File: src/rtl/freq_meter_pkg.sv
// Shared frequency-meter definitions: frame sequencer states and ASCII codes.
package freq_meter_pkg;

  typedef enum logic [2:0] {
    ST_IDLE,
    ST_SCAN,
    ST_WAIT,
    ST_SEND,
    ST_CR,
    ST_LF,
    ST_DONE
  } fsm_state_e;

  localparam logic [7:0] ASCII_ZERO  = 8'd48;
  localparam logic [7:0] ASCII_QMARK = 8'd63;
  localparam logic [7:0] ASCII_CR    = 8'd13;
  localparam logic [7:0] ASCII_LF    = 8'd10;

endpackage

File: src/rtl/ascii_frame_sequencer.sv
// Streams a latched BCD reading MSD-first as ASCII through the shared digit
// converter to the UART, with optional leading-zero suppression and CR LF.
module ascii_frame_sequencer
  import freq_meter_pkg::*;
#(
  parameter int NUM_DIGITS  = 8,
  parameter int SUPPRESS_LZ = 1
) (
  input  logic                    CLK,
  input  logic                    RST,
  input  logic                    start,
  input  logic [4*NUM_DIGITS-1:0] bcd_in,
  output logic [3:0]              conv_digit,
  input  logic [7:0]              conv_ascii,
  output logic [7:0]              tx_data,
  output logic                    tx_valid,
  input  logic                    tx_ready,
  output logic                    busy,
  output logic                    done
);

  localparam int IDX_W = (NUM_DIGITS > 1) ? $clog2(NUM_DIGITS) : 1;

  fsm_state_e              state_q, state_d;
  logic [IDX_W-1:0]        idx_q, idx_d;
  logic                    seen_nz_q, seen_nz_d;
  logic [7:0]              tx_data_q, tx_data_d;
  logic [4*NUM_DIGITS-1:0] shadow_q, shadow_d;
  logic [3:0]              cur_digit;

  always_comb begin
    cur_digit = '0;
    for (int unsigned i = 0; i < NUM_DIGITS; i++) begin
      if (idx_q == IDX_W'(i)) cur_digit = shadow_q[4*i +: 4];
    end
  end

  // Invalid digits are masked so the converter never sees a non-BCD code.
  assign conv_digit = (cur_digit <= 4'd9) ? cur_digit : 4'd0;

  assign tx_data  = tx_data_q;
  assign tx_valid = (state_q == ST_SEND) || (state_q == ST_CR) || (state_q == ST_LF);
  assign busy     = (state_q != ST_IDLE);
  assign done     = (state_q == ST_DONE);

  always_comb begin
    state_d   = state_q;
    idx_d     = idx_q;
    seen_nz_d = seen_nz_q;
    tx_data_d = tx_data_q;
    shadow_d  = shadow_q;
    unique case (state_q)
      ST_IDLE: begin
        if (start) begin
          shadow_d  = bcd_in;
          idx_d     = IDX_W'(NUM_DIGITS - 1);
          seen_nz_d = 1'b0;
          state_d   = ST_SCAN;
        end
      end
      ST_SCAN: begin
        if ((SUPPRESS_LZ != 0) && !seen_nz_q && (cur_digit == 4'd0) && (idx_q != '0)) begin
          idx_d = idx_q - IDX_W'(1);
        end else if (cur_digit > 4'd9) begin
          // Converter holds its last output on invalid input, so bypass it.
          tx_data_d = ASCII_QMARK;
          seen_nz_d = 1'b1;
          state_d   = ST_SEND;
        end else begin
          seen_nz_d = 1'b1;
          state_d   = ST_WAIT;
        end
      end
      ST_WAIT: begin
        tx_data_d = conv_ascii;
        state_d   = ST_SEND;
      end
      ST_SEND: begin
        if (tx_ready) begin
          if (idx_q == '0) begin
            tx_data_d = ASCII_CR;
            state_d   = ST_CR;
          end else begin
            idx_d   = idx_q - IDX_W'(1);
            state_d = ST_SCAN;
          end
        end
      end
      ST_CR: begin
        if (tx_ready) begin
          tx_data_d = ASCII_LF;
          state_d   = ST_LF;
        end
      end
      ST_LF: begin
        if (tx_ready) state_d = ST_DONE;
      end
      ST_DONE: begin
        state_d = ST_IDLE;
      end
      default: begin
        state_d = ST_IDLE;
      end
    endcase
  end

  always_ff @(posedge CLK or posedge RST) begin
    if (RST) begin
      state_q   <= ST_IDLE;
      idx_q     <= '0;
      seen_nz_q <= 1'b0;
      tx_data_q <= '0;
      shadow_q  <= '0;
    end else begin
      state_q   <= state_d;
      idx_q     <= idx_d;
      seen_nz_q <= seen_nz_d;
      tx_data_q <= tx_data_d;
      shadow_q  <= shadow_d;
    end
  end

endmodule

File: config.mk
export PLATFORM = sky130hd
export DESIGN_NAME = ascii_frame_sequencer
export DESIGN_NICKNAME = d
export VERILOG_FILES = /design/src/rtl/freq_meter_pkg.sv /design/src/rtl/ascii_frame_sequencer.sv
export SDC_FILE = /design/constraint.sdc
export NUM_CORES = 1
export LEC_CHECK = 0
export CAP_MARGIN = 20
export CORE_AREA = 2 2 86 67
export DETAILED_ROUTE_END_ITERATION = 8
export DIE_AREA = 0 0 88 69
export PLACE_DENSITY = 0.77
export SYNTH_ARGS = -nofsm -noshare
export SYNTH_HDL_FRONTEND = slang
export SYNTH_SLANG_ARGS = --single-unit
File: constraint.sdc
create_clock -name CLK -period 2.85 [get_ports CLK]
set_input_delay 0.855 -clock CLK [delete_from_list [all_inputs] [get_ports CLK]]
set_output_delay 0.855 -clock CLK [all_outputs]
set_load 0.1 [all_outputs]
==> results.toml <==
[die]
dieWidth_um = 88
starting_density_pct = 48.5
vertical_die_dimension_um = 69
dieArea_sq_um = 6070
core_sq_um = 5210
io-pin-count = 59
core.rowCount = 23

[global_routing]
largest_net_degree_at_the_start_of_global_routing = 48
antenna_found_initial = 0
globalRouteTotalUtil_pct = 22.4
grt_overflow = 0
global_route_wire_length_before_repair_mm = 10.7
first_global_vias = 2236

[outcome]
violations = "negative setup slack"
run_status = "finished, violations left"

[clocking]
tritoncts_num_sinks = 47
clk_latency_ns = 0.29
tritoncts = "built"
cts_max_level = 2
clockRootBuffer = "clkbuf_8"
number_of_clock_buffers_inserted_by_tritoncts = 5
cts-root-to-sink-buffers = 2
clkSlewWorstSetupHoldPaths_ns = 0.08

[min_path]
hp-start = "tx_data[6]$_DFFE_PP0P_"
hp-class = "register to register"
whs_path_depth = 1
hold_path_end = "tx_data[6]$_DFFE_PP0P_"

[setup_path]
slowest_stage = "dfrtp_2"
cp_cell_sequence = "buf_6, ha_4, nand3b_1, a2111oi_4, o221ai_4, o21ai_4, and2b_2, a21oi_4, buf_12"
worst-r2r-setup-slack_ns = 0.06
setup.worst_path.end_class = "output pin"
cp_data_required_time_ns = 2.00
r2r-start = "idx_q[0]$_DFFE_PP0P_"
setup.worst_path.class = "register to output pin"
largest_incremental_delay_on_the_critical_path_ns = 0.42
worst-r2r-cell-count = 10
cp_data_arrival_time_ns = 2.31
timing.critical_path.from_type = "register"
timing.rr.end = "tx_data[2]$_DFFE_PP0P_"
maximum_fanout_along_the_worst_path = 7

[placed_design]
dp_worst_setup_slack_ns = -0.0505
numPortBuffers = 58
place_area_sq_um = 3420
place_hpwl_mm = 4.45
gpl.final_weighted_congestion = 0.846
dpl.cell_count = 374

[finish]
diodes = 0
num-fill-cells = 372
seqCellArea_sq_um = 1180
final_net_count = 364
most-common-layout-cells = "dfrtp_1, clkdlybuf4s50_1, mux2_2"
finish.cell_count_without_fillers = 391
fraction_of_layout_instances_using_a_drive_strength_above_1_pct = 36.4
total_area_of_multi_input_combinational_cells_sq_um = 1430
layout.cells.most_common = "dfrtp_1"
postLayoutCellArea_sq_um = 3710
area_delta_synth_final_pct = 47.1

[synth]
synth.net_count = 287
synth_warnings = 0
dominantRegCellSynth = "dfrtp_1"
synth_enable_flop_cells = 0
post_synth_num_cell_types = 44
synth.yosys.seq_area_share_pct = 46.6
proportion_of_synthesized_flip_flops_having_asynchronous_set_or_reset_pct = 100
synth_cells = 238
flop_and_latch_count_out_of_synthesis = 47
avgSynthCellArea_sq_um = 10.6
synth_area_sq_um = 2520

[timing]
setup_viol = 4
timing_hold_violations_final = 0
post-route-period-util_pct = 111
slew-limit-headroom_pct = 55.7
worst_slack_ns = -0.314
clock.fmax_mhz = 316
clock-skew-final_ns = 0.00410
grt_setup_unrepaired = "yes"
tns_ns = -1.10
worst_margin_pin_slew_ns = 0.664
slew_viol_final = 0
post-route-min-period_ns = 3.16

[drt]
wl_per_cell_um = 16.3
avgViaCountPerCell = 5.35
drt_wl_total_mm = 6.37
route.antenna.remaining_nets = 0
drc_errors = 0
vias = 2093
detailedRoute.firstPassIterationCount = 4
drt-initial-drc-count = 206

[job]
max_cap_violations = 0
worst max-delay path, delay by kind of cell (launching register included):
family / cells / cell delay, ns
AOI/OAI and AO/OA: 4 / 0.70
DFF: 1 / 0.42
and+or+nand+nor: 2 / 0.40
buffers and inverters: 2 / 0.31
adders and majority gates: 1 / 0.19
metrics by stage:
stage / util (%) / hold WS (ns)
global route: 71.2 / 0.525
CTS: 70.9 / 0.510
floorplan: - / 0.472
detailed placement: 65.7 / 0.490
global placement: 65.7 / 0.491
finish: 71.2 / 0.506
state kept, by name, summed over array words and instances (netlist names):
name,flops
shadow_q,32
tx_data,8
idx_q,3
state_q,3
seen_nz_q,1
per-layer routing:
metal  vias to the layer above  wire length (um)  track usage [%]  share of wire (%)
met1                      1037              2850             31.3                 45
met2                        60              3120             37.0                 49
met3                         4               350             3.59                5.5
li1                        992                 -                -                  -
met4                         0                52             4.27               0.82
met5                         -                 0                0                  0
worst max path at each step:
stage,startpoint,endpoint,slack [ns],cells past startpoint
final,idx_q[0]$_DFFE_PP0P_,conv_digit[0],-0.31,9
after global routing,idx_q[1]$_DFFE_PP0P_,conv_digit[0],-0.40,10
after CTS,idx_q[0]$_DFFE_PP0P_,conv_digit[0],-0.29,10
after detailed placement,idx_q[1]$_DFFE_PP0P_,conv_digit[1],-0.05,7
after global placement,idx_q[0]$_DFFE_PP0P_,conv_digit[0],0.02,8
after floorplan,idx_q[0]$_DFFE_PP0P_,conv_digit[1],-0.21,7
area by class of cell:
type,instances,area share [%]
flip-flops and latches,47,31.8
well taps,75,2.53
inverters,11,1.18
clock buffers,8,2.70
repair buffers,84,23.4
multi-input cells,166,38.4
cells in the mapped netlist (all sizes together), types with 4 or more instances:
| library cell | n | share of area [%] |
|---|---|---|
| nand2 | 22 | 3.3 |
| inv | 11 | 1.6 |
| o21ai | 15 | 3.4 |
| nor2b | 12 | 3.0 |
| a21oi | 14 | 2.9 |
| nor3 | 5 | 0.99 |
| clkbuf | 7 | 1.0 |
| buf | 7 | 1.9 |
| nor3b | 6 | 1.8 |
| nor2 | 13 | 1.9 |
| ha | 5 | 2.5 |
| mux2 | 34 | 15 |
| dfrtp | 47 | 47 |
| nand3 | 4 | 0.79 |
| nand2b | 6 | 1.5 |
logic make-up (layout without fill, tap and decap cells):
family | count (synthesis) | count (layout) | share of synthesized area (%)
buffers and inverters | 25 | 103 | 4.61
multiplexers | 34 | 34 | 15.5
AO/OA/AOI/OAI | 51 | 51 | 14.8
adder cells (fa/ha/maj) | 5 | 5 | 2.48
flip-flops | 47 | 47 | 46.6
AND/OR/NAND/NOR | 76 | 76 | 16.1
repair_timing:
| action | 4_1_cts | 5_1_grt |
|---|---|---|
| resized for setup | 27 | 3 |
| endpoints found under the setup margin | 4 | 6 |
| pin swaps | 11 | 0 |
| setup buffers | 9 | 0 |
| hold buffers | 0 | 0 |
Power is not shown: default switching activity piles up to over one toggle a cycle in this logic, so the estimate is an artifact.
